===== src/rtl/dsp_pkg.sv =====
// Shared definitions for the biquad controller: FSM states, coefficient indices
// and the default coefficient count.
package dsp_pkg;

  localparam int NUM_COEFS_DEF = 5;

  localparam logic [2:0] COEF_B0 = 3'd0;
  localparam logic [2:0] COEF_B1 = 3'd1;
  localparam logic [2:0] COEF_B2 = 3'd2;
  localparam logic [2:0] COEF_A1 = 3'd3;
  localparam logic [2:0] COEF_A2 = 3'd4;

  typedef enum logic [2:0] {
    ST_IDLE      = 3'd0,
    ST_LOAD      = 3'd1,
    ST_START     = 3'd2,
    ST_WAIT_BUSY = 3'd3,
    ST_WAIT_DONE = 3'd4
  } bq_state_e;

endpackage


===== src/rtl/biquad_coef_bank.sv =====
// Coefficient storage: host-written staging bank plus a shadow bank that is
// snapshotted from staging in one edge, so later host writes cannot disturb a load.
module biquad_coef_bank
  import dsp_pkg::*;
#(
  parameter int DATA_WIDTH = 16,
  parameter int NUM_COEFS  = NUM_COEFS_DEF
) (
  input  logic                         clk,
  input  logic                         reset_n,
  input  logic                         wr_en_i,
  input  logic [2:0]                   wr_addr_i,
  input  logic signed [DATA_WIDTH-1:0] wr_data_i,
  input  logic                         snapshot_i,
  input  logic [2:0]                   rd_idx_i,
  output logic signed [DATA_WIDTH-1:0] rd_data_o
);

  logic signed [DATA_WIDTH-1:0] staging_q [NUM_COEFS];
  logic signed [DATA_WIDTH-1:0] shadow_q  [NUM_COEFS];

  // Snapshot captures staging as it was before this edge's host write.
  always_ff @(posedge clk or negedge reset_n) begin
    if (!reset_n) begin
      for (int i = 0; i < NUM_COEFS; i++) begin
        staging_q[i] <= '0;
        shadow_q[i]  <= '0;
      end
    end else begin
      if (wr_en_i && (32'(wr_addr_i) < NUM_COEFS)) begin
        staging_q[wr_addr_i] <= wr_data_i;
      end
      if (snapshot_i) begin
        for (int i = 0; i < NUM_COEFS; i++) begin
          shadow_q[i] <= staging_q[i];
        end
      end
    end
  end

  assign rd_data_o = shadow_q[rd_idx_i];

endmodule


===== src/rtl/biquad_ctrl.sv =====
// Biquad engine controller: one-deep sample hold, coefficient commit/load
// sequencing and busy handshake. Optional overrun counter: BIQUAD_CTRL_OVERRUN_COUNT_EN.
module biquad_ctrl
  import dsp_pkg::*;
#(
  parameter int DATA_WIDTH = 16,
  parameter int NUM_COEFS  = NUM_COEFS_DEF
) (
  input  logic                         clk,
  input  logic                         reset_n,
  input  logic                         sample_valid,
  input  logic signed [DATA_WIDTH-1:0] sample_in,
  input  logic                         host_wr,
  input  logic [2:0]                   host_addr,
  input  logic signed [DATA_WIDTH-1:0] host_data,
  input  logic                         host_commit,
  output logic                         bq_start,
  input  logic                         bq_ready,
  output logic signed [DATA_WIDTH-1:0] bq_sample,
  output logic signed [DATA_WIDTH-1:0] bq_param,
  output logic [2:0]                   bq_param_target,
  output logic                         bq_write_param,
  output logic                         commit_pending,
  output logic                         sample_done,
  output logic                         overrun,
`ifdef BIQUAD_CTRL_OVERRUN_COUNT_EN
  output logic [7:0]                   overrun_count,
`endif
  input  logic                         overrun_clear
);

  bq_state_e state_q, state_d;

  logic                         hold_full_q;
  logic signed [DATA_WIDTH-1:0] hold_data_q;
  logic signed [DATA_WIDTH-1:0] bq_sample_q;
  logic                         sample_done_q, sample_done_d;
  logic                         overrun_q;
  logic                         pending_q;
  logic [2:0]                   idx_q;
  logic                         wait_cnt_q;

  logic snapshot;
  logic enter_start;
  logic release_hold;
  logic accept;
  logic drop;
  logic last_coef;

  // The hold register frees up in START, so a strobe that cycle is accepted.
  assign release_hold = (state_q == ST_START);
  assign accept       = sample_valid && (!hold_full_q || release_hold);
  assign drop         = sample_valid && hold_full_q && !release_hold;
  assign last_coef    = (idx_q == 3'(NUM_COEFS - 1));

  always_comb begin
    state_d       = state_q;
    snapshot      = 1'b0;
    enter_start   = 1'b0;
    sample_done_d = 1'b0;
    case (state_q)
      ST_IDLE: begin
        // A strobe arriving this cycle may start directly, keeping latency at one edge.
        if ((hold_full_q || sample_valid) && bq_ready) begin
          state_d     = ST_START;
          enter_start = 1'b1;
        end else if (pending_q && bq_ready) begin
          state_d  = ST_LOAD;
          snapshot = 1'b1;
        end
      end
      ST_LOAD: begin
        if (last_coef) state_d = ST_IDLE;
      end
      ST_START: begin
        state_d = ST_WAIT_BUSY;
      end
      ST_WAIT_BUSY: begin
        if (!bq_ready) begin
          state_d = ST_WAIT_DONE;
        end else if (wait_cnt_q) begin
          state_d       = ST_IDLE;
          sample_done_d = 1'b1;
        end
      end
      ST_WAIT_DONE: begin
        if (bq_ready) begin
          state_d       = ST_IDLE;
          sample_done_d = 1'b1;
        end
      end
      default: state_d = ST_IDLE;
    endcase
  end

  always_ff @(posedge clk or negedge reset_n) begin
    if (!reset_n) begin
      state_q       <= ST_IDLE;
      hold_full_q   <= 1'b0;
      hold_data_q   <= '0;
      bq_sample_q   <= '0;
      sample_done_q <= 1'b0;
      overrun_q     <= 1'b0;
      pending_q     <= 1'b0;
      idx_q         <= '0;
      wait_cnt_q    <= 1'b0;
    end else begin
      state_q       <= state_d;
      sample_done_q <= sample_done_d;
      wait_cnt_q    <= (state_q == ST_WAIT_BUSY);
      idx_q         <= (state_q == ST_LOAD && !last_coef) ? idx_q + 3'd1 : 3'd0;

      if (accept) begin
        hold_full_q <= 1'b1;
        hold_data_q <= sample_in;
      end else if (release_hold) begin
        hold_full_q <= 1'b0;
      end

      if (enter_start) begin
        bq_sample_q <= hold_full_q ? hold_data_q : sample_in;
      end

      if (snapshot) begin
        pending_q <= 1'b0;
      end else if (host_commit) begin
        pending_q <= 1'b1;
      end

      // A drop in the same cycle as a clear keeps the flag set.
      if (drop) begin
        overrun_q <= 1'b1;
      end else if (overrun_clear) begin
        overrun_q <= 1'b0;
      end
    end
  end

`ifdef BIQUAD_CTRL_OVERRUN_COUNT_EN
  logic [7:0] ovr_cnt_q;

  always_ff @(posedge clk or negedge reset_n) begin
    if (!reset_n) begin
      ovr_cnt_q <= '0;
    end else if (overrun_clear) begin
      ovr_cnt_q <= drop ? 8'd1 : 8'd0;
    end else if (drop && (ovr_cnt_q != 8'hFF)) begin
      ovr_cnt_q <= ovr_cnt_q + 8'd1;
    end
  end

  assign overrun_count = ovr_cnt_q;
`endif

  biquad_coef_bank #(
    .DATA_WIDTH (DATA_WIDTH),
    .NUM_COEFS  (NUM_COEFS)
  ) u_coef_bank (
    .clk        (clk),
    .reset_n    (reset_n),
    .wr_en_i    (host_wr),
    .wr_addr_i  (host_addr),
    .wr_data_i  (host_data),
    .snapshot_i (snapshot),
    .rd_idx_i   (idx_q),
    .rd_data_o  (bq_param)
  );

  assign bq_start        = (state_q == ST_START);
  assign bq_write_param  = (state_q == ST_LOAD);
  assign bq_param_target = idx_q;
  assign bq_sample       = bq_sample_q;
  assign commit_pending  = pending_q;
  assign sample_done     = sample_done_q;
  assign overrun         = overrun_q;

endmodule


===== config.mk =====
export PLATFORM = sky130hd
export DESIGN_NAME = biquad_ctrl
export DESIGN_NICKNAME = d
export VERILOG_FILES = /design/src/rtl/dsp_pkg.sv /design/src/rtl/biquad_coef_bank.sv /design/src/rtl/biquad_ctrl.sv
export SDC_FILE = /design/constraint.sdc
export NUM_CORES = 1
export LEC_CHECK = 0
export CAP_MARGIN = 0
export CORE_ASPECT_RATIO = 0.7
export CORE_MARGIN = 1.5
export CORE_UTILIZATION = 52
export CTS_CLUSTER_DIAMETER = 60
export DETAILED_ROUTE_END_ITERATION = 10
export HOLD_SLACK_MARGIN = 0.08
export PLACE_DENSITY_LB_ADDON = 0.25
export SYNTH_ARGS = -nofsm -noshare
export SYNTH_HDL_FRONTEND = slang
export SYNTH_SLANG_ARGS = --single-unit

===== constraint.sdc =====
create_clock -name clk -period 2.65 [get_ports clk]
set_input_delay 0.3975 -clock clk [delete_from_list [all_inputs] [get_ports clk]]
set_output_delay 0.3975 -clock clk [all_outputs]
set_load 0.005 [all_outputs]

# After elaboration in Yosys (flattened, before gate mapping)
# Index checks and enable logic that the tools add are counted.
word_totals:
  reg_bits: 203
  output_inout_bits: 40
op_classes:
  n_addsub: 1
  magnitude_cmp: 4
  eq_ne: 9
  muxes: 30
  bitwise_logic: 2
  n_reduce_logical: 18
op_table:
  columns: ["operator", "n"]
  rows:
  - ["80-bit bitwise mux", 1]
  - ["16-bit 2-to-1 mux", 4]
  - ["16-bit binary-select mux with 3-bit select", 1]
  - ["16-bit demux with 3-bit select", 1]
  - ["3-bit 2-to-1 mux", 7]
  - ["3-bit one-hot mux with 5 select lines", 1]
  - ["1-bit 2-to-1 mux", 14]
  - ["4-bit greater-or-equal comparator, second input constant", 2]
  - ["1-bit logical AND", 8]
  - ["3-bit NOT with 4-bit output", 2]
  - ["3-bit by 2-bit == test with 1-bit output, second input constant", 2]
  - ["3-bit == test, second input constant", 2]
  - ["3-bit inequality test, second input constant", 2]
  - ["2-bit nonzero test", 3]
  - ["4-bit by 1-bit < comparator with 1-bit output, second input constant", 1]
  - ["4-bit AND reduction", 1]
  - ["3-bit by 1-bit adder with 3-bit output, second input constant", 1]
  - ["3-bit by 1-bit == test with 1-bit output, second input constant", 1]
  - ["1-bit logical NOT", 3]
  - ["3-bit logical NOT", 1]
  - ["3-bit < comparator, second input constant", 1]
  - ["1-bit logical OR", 2]
  - ["2-bit by 1-bit inequality test with 1-bit output, second input constant", 1]
  - ["2-bit inequality test, second input constant", 1]
  - ["1-bit one-hot mux with 2 select lines", 1]

# Logic depth before layout (Yosys ltp)
depth:
  ltp_word: 6
  ltp_mapped: 7
  depth_no_buf: 6

# Modules after synthesis
# From an unflattened synthesis, not the netlist that was laid out.
unflattened:
  cells_unflattened: 579
  area_unflattened_um2: 8533.2
modules_own_cells:
  columns: ["mod", "n_inst", "cells_per_inst", "area_per_inst_um2", "seq_area_each_um2"]
  rows:
  - ["biquad_coef_bank", 1, 419, 6632.6, 4003.8]
  - ["biquad_ctrl", 1, 160, 1900.6, 1076.0]

# Worst setup path after synthesis
# No wires, ideal clock.
synth_path:
  path_kind: "register to output"
  start: "register idx_q[0] (netlist: bq_param_target[0])"
  end: "output bq_param[10]"
  arrival_time_ns: 1.582
  required_ns: 2.253
  path_slack_ns: 0.670
  path_stages_with_launch: 6
  n_path_buf: 2
  path_cell_list: "dfrtp_1 buf_2 buf_2 mux4_2 inv_1 o21ai_0"
synth_via:
  elab_chain_cells: 4
synth_rtl:
  columns: ["element", "line", "source"]
  rows:
  - ["start: declaration", "biquad_ctrl.sv:40", "logic [2:0] idx_q;"]
  - ["start signal: assignment", "biquad_ctrl.sv:111", "idx_q <= (state_q == ST_LOAD && !last_coef) ? idx_q + 3'd1 : 3'd0;"]
  - ["3-bit NOT with 4-bit output (not written as such)", "biquad_coef_bank.sv:41", "assign rd_data_o = shadow_q[rd_idx_i];"]
  - ["16-bit binary-select mux with 3-bit select", "biquad_coef_bank.sv:41", null]
  - ["16-bit 2-to-1 mux (not written as such) (2 in series)", "biquad_coef_bank.sv:41", null]
  - ["end: declaration", "biquad_ctrl.sv:20", "output logic signed [DATA_WIDTH-1:0] bq_param,"]
# Every way passes these cells. The select of a mux whose other input is x is not followed.

# Final worst setup path
# Same ends and word-level chain as after synthesis.

==> metrics.cfg <==
[floorplanning]
initial_core_util_pct = 53.56
die_w_microns = 158.3
num_rows = 39
core_area_sq_um = 16400
dieHeight_microns = 111.7
die_area_sq_um = 17690
ios = 82

[yosys]
synth_seq_cells = 203
synth_top_area_share_pct = 57.85
ys.flop_type = dfrtp_1
async_reset_ff_share_pct = 100.0
synth_area_sq_um = 8781
seq_area_frac_synth_pct = 57.85
syn_inst = 571
postSynthAreaPerCell_sq_um = 15.38
yosysTopAreaCell = dfrtp_1
yosys_warnings = 0
synth.area.top_cells = dfrtp_1 (58%), mux2_4 (14%), mux2_2 (12%)
synthDistinctLibCells = 37
synth_nets = 615
synth-edff-count = 0

[final_layout]
regArea_sq_um = 5081
final_area_sq_um = 10650
finalNetCount = 715
final_util_pct = 64.93
drive_gt1_share_pct = 38.69
area_growth_pct = 21.25
multi_input_area_sq_um = 3423
nFillCells = 1214
fin_cells = 910
diodes = 0

[power_and_ir_drop]
leakagePower_nw = 5.019
power_density_nw_per_um2 = 1097
vdd_drop_max_mv = 0.5047
power_mw = 11.68

[timing]
worst_slew_pin_slew_ps = 731.7
setup_viol = 0
max-slew-margin-rel_pct = 51.10
max_freq_ghz = 0.3933
min_period_over_period_pct = 95.94
finalCriticalPeriod_ps = 2543
hold_ws_ps = 485.0
setup_slack_ps = 107.5
slew_violations = 0
rsz0062_at_grt = false
setup-tns-final_ps = 0
hold_viol = 0
finClkSkew_ps = 11.26

[placement]
placed_cells = 871
place_area_sq_um = 9935
place_ws_ps = 264.7
port_buffers = 81
hpwl_mm = 11.07
place_congestion = 0.7689

[detailed_routing]
wl_mm = 17.45
via_count = 4919
routed_via_density = 5.405
wl_met3_microns = 641
met2_length_mm = 8.186
first_iter_violations = 218
top_layer = met4
remaining_drc_errors = 0
final_antenna_net_count = 0
wl_met1_mm = 8.292
wl_per_cell_microns = 19.17
dr.pass1.iters = 4

[clock_tree]
tritoncts = built
clk_pin_slew_worst_paths_ps = 60
cts.sinks = 203
cts_buffer_depth = 3
numCtsBuffers = 20
cts-root-buf = clkbuf_16
clock_latency_ps = 490
htreeDepth = 1

[setup_path]
r2r-end = hold_data_q[10]
cp-startpoint = bq_param_target[0]
crit_end = bq_param[10]
worstRegToRegCells = 4
rr_startpoint = state_q[2]
critPathRequiredTime_ps = 2250
arrival_ps = 2150
crit_fanout = 19
worstSetupPathType = flop to output pin
regToRegSetupSlack_ps = 680
critPathLaunchType = flop
cp-end-kind = output pin

[global_route]
overflow = 0
antenna_found_initial = 0
grt_max_degree = 71
grt_pass1_vias = 5364
grt_usage_pct = 20.97
grt_pass1_wl_mm = 28.92

[flow_run]
drv_cap = 0

[hold_path]
worstHoldPathType = input pin to async pin

[run_status]
status = completed

[worst min-delay path by stage]
stage	endpoint	slack (ps)	cells past startpoint
after floorplan	bq_param_target[0]	100	0
after global placement	u_coef_bank.staging_q[5]	430	1
after detailed placement	u_coef_bank.staging_q[37]	440	1
after CTS	u_coef_bank.staging_q[39]	500	2
after global routing	overrun	510	2
final	u_coef_bank.staging_q[37]	490	2
[worst max-delay path: stages, from the launching register on]
cell and delay, ps:
dfrtp_1 370, buf_12 210, buf_4 150, mux4_2 480
inv_1 60, o21ai_0 90, dlygate4sd2_1 290
[cell usage after synthesis (3+ instances only)]
| library cell | count |
|---|---|
| clkbuf_1 | 9 |
| mux2i_1 | 17 |
| and3_1 | 3 |
| buf_6 | 9 |
| inv_1 | 22 |
| nor2_1 | 18 |
| a21oi_1 | 19 |
| o21ai_0 | 17 |
| mux2_4 | 79 |
| mux2_2 | 97 |
| nand2_1 | 23 |
| mux4_2 | 16 |
| dfrtp_1 | 203 |
| buf_2 | 10 |
[routing by layer]
layer	track usage (%)	up-vias
met2	33.19	88
met3	3.387	23
met1	30.63	2584
met5	0	-
li1	-	2224
met4	4.860	0
[power by group]
part | internal [mW] | switching, mW | total (mW) | leakage, nW
Clock | 1.68 | 1.16 | 2.85 | 0.336
Sequential | 4.28 | 0.725 | 5.01 | 2.44
Combinational | 2.49 | 1.33 | 3.82 | 2.24
[cell type report]
type | instances | area share [%]
clock inverters | 7 | 0.5641
well taps | 225 | 2.644
inverters | 23 | 0.8109
repair buffers | 108 | 10.41
clock buffers | 29 | 5.688
multi-input cells | 315 | 32.15
flip-flops and latches | 203 | 47.73
[what timing repair did]
action	4_1_cts	5_1_grt
buffers inserted	1	0
endpoints found under the hold margin	65	0
gates resized for setup	14	8
cloned	1	0
endpoints found under the setup margin	10	8
hold buffers	1	0
[layout by cell type (no fill, tap or decap), types with 6 or more instances in the layout]
cell type / netlist / routed
inv_1: 22 / 22
buf_12: 0 / 6
dlygate4sd2_1: 0 / 9
buf_4: 1 / 18
nand2_1: 23 / 23
a21oi_1: 19 / 19
clkinv_2: 0 / 6
dlymetal6s2s_1: 0 / 7
mux2_4: 79 / 79
nor2_1: 18 / 18
dfrtp_1: 203 / 202
mux4_2: 16 / 16
clkbuf_16: 0 / 21
mux2_2: 97 / 97
clkdlybuf4s50_1: 0 / 64
mux2i_1: 17 / 17
o21ai_0: 17 / 17
clkbuf_8: 0 / 6
[sequential cells by signal (all words and copies together) (netlist names)]
register               cells
bq_param_target            3
bq_sample                 16
commit_pending             1
hold_data_q               16
hold_full_q                1
overrun                    1
sample_done                1
state_q                    3
u_coef_bank.shadow_q      80
u_coef_bank.staging_q     80
wait_cnt_q                 1
[logic make-up (layout without fill, tap and decap cells)]
kind of cell	after synthesis	in the layout	synth area share (%)
flops	203	203	57.85
simple gates	61	61	3.947
fa+ha+maj	2	2	0.2849
compound gates	43	43	2.693
buf+inv	53	167	3.235
mux	209	209	31.99
No activity file was read; power rests on OpenSTA's default activity.
==> edit (same flow settings) <==
`DATA_WIDTH` is set to 16 in 2 places; all go to 24.
--- a/src/rtl/biquad_coef_bank.sv
+++ b/src/rtl/biquad_coef_bank.sv
@@ -5,3 +5,3 @@
 #(
-  parameter int DATA_WIDTH = 16,
+  parameter int DATA_WIDTH = 24,
   parameter int NUM_COEFS  = NUM_COEFS_DEF
--- a/src/rtl/biquad_ctrl.sv
+++ b/src/rtl/biquad_ctrl.sv
@@ -5,3 +5,3 @@
 #(
-  parameter int DATA_WIDTH = 16,
+  parameter int DATA_WIDTH = 24,
   parameter int NUM_COEFS  = NUM_COEFS_DEF
Interface: changed (resized bq_param, bq_sample, host_data and sample_in); port bits go from 82 to 114. The function was not compared with the original's and may differ.
==> edit against the original RTL <==
Synthesized area is 45% higher; setup slack worse by 85 ps; power is 50% higher; sequential share of layout area hardly changed; combinational power is 46% higher; cell area is 47% higher; maximum frequency is 3.2% lower; sequential cell count is 96 higher; routed wire length is 49% higher; largest power group unchanged.
==> edit: results (changes against the original RTL) <==
[global_route]
grt_pass1_wl_mm=42.3  ; +46%
grt_start_max_net_pins=76  ; +7.0%
grt_pass1_vias=7525  ; +40%

[final_layout]
post-route-cell-area_um2=15700  ; +47%
reg_top3=u_coef_bank.shadow_q x120, u_coef_bank.staging_q x120
drive_above_1_share_pct=40.8  ; +2.1 points
bufAreaShareNonClock_pct=10.8  ; +0.43 points
clock_buffers=42  ; +45%
n_all_buffers=157  ; +45%
clkCellAreaFrac_pct=7.04  ; +0.78 points
seq_share_pct=47.7  ; about the same
nFillCells=1724  ; +42%

[drt]
viasPerCell=5.46  ; +1.1%
routed_wl_mm=25.9  ; +49%
wire_per_inst_um=19.8  ; +3.2%
drt-initial-drc-count=397  ; +82%

[logic_synthesis]
synthMuxAreaShare_pct=32.3  ; +0.30 points
synth-compound-area-share_pct=2.44  ; -0.26 points
synth_area_leaders=dfrtp_1, mux2_2, mux2_4
synth_adder_area_share_pct=0.197  ; -0.088 points

[setup_path]
worst-path-max-fanout=4  ; -15
r2r_cells=5  ; +1
slowest_delay_ps=500  ; +20 ps

[status]
status=completed

[power_and_ir_drop]
p_int_mw=12.8  ; +51%

[placed_design]
place_ws_ps=183  ; -81.9 ps
place_area_um2=14500  ; +46%

edit: changes by cell type in the layout (fill, tap and decap cells not counted), sizes merged, moves of 17 or more:
cell / unedited run / this run
clkdlybuf4s50: 64 / 88
mux2: 176 / 264
clkbuf: 30 / 50
dfrtp: 203 / 299
buf: 26 / 43
edit: logic make-up (layout without fill, tap and decap cells):
logic type                 after synthesis  in the layout
muxes                                  313            313
DFF                                    299            299
and+or+nand+nor                         77             77
adders and majority gates                2              2
buffers and inverters                   78            242
AOI/OAI and AO/OA                       59             59
edit: repair_timing:
action                                 4_1_cts  5_1_grt
endpoints found under the hold margin       69        0
pin swaps                                    0        1
setup buffers                                5        2
setup endpoints to repair                   24       17
hold buffers                                 1        0
cloned                                       1        0
resized for setup                           47       25
edit: routing by layer:
metal / up-vias / routed length, um / GRT usage, %
li1: 3209 / - / -
met1: 3759 / 12600 / 32.6
met2: 158 / 11700 / 32.1
met3: 30 / 1140 / 3.50
met4: 0 / 405 / 4.28
met5: - / 0 / 0
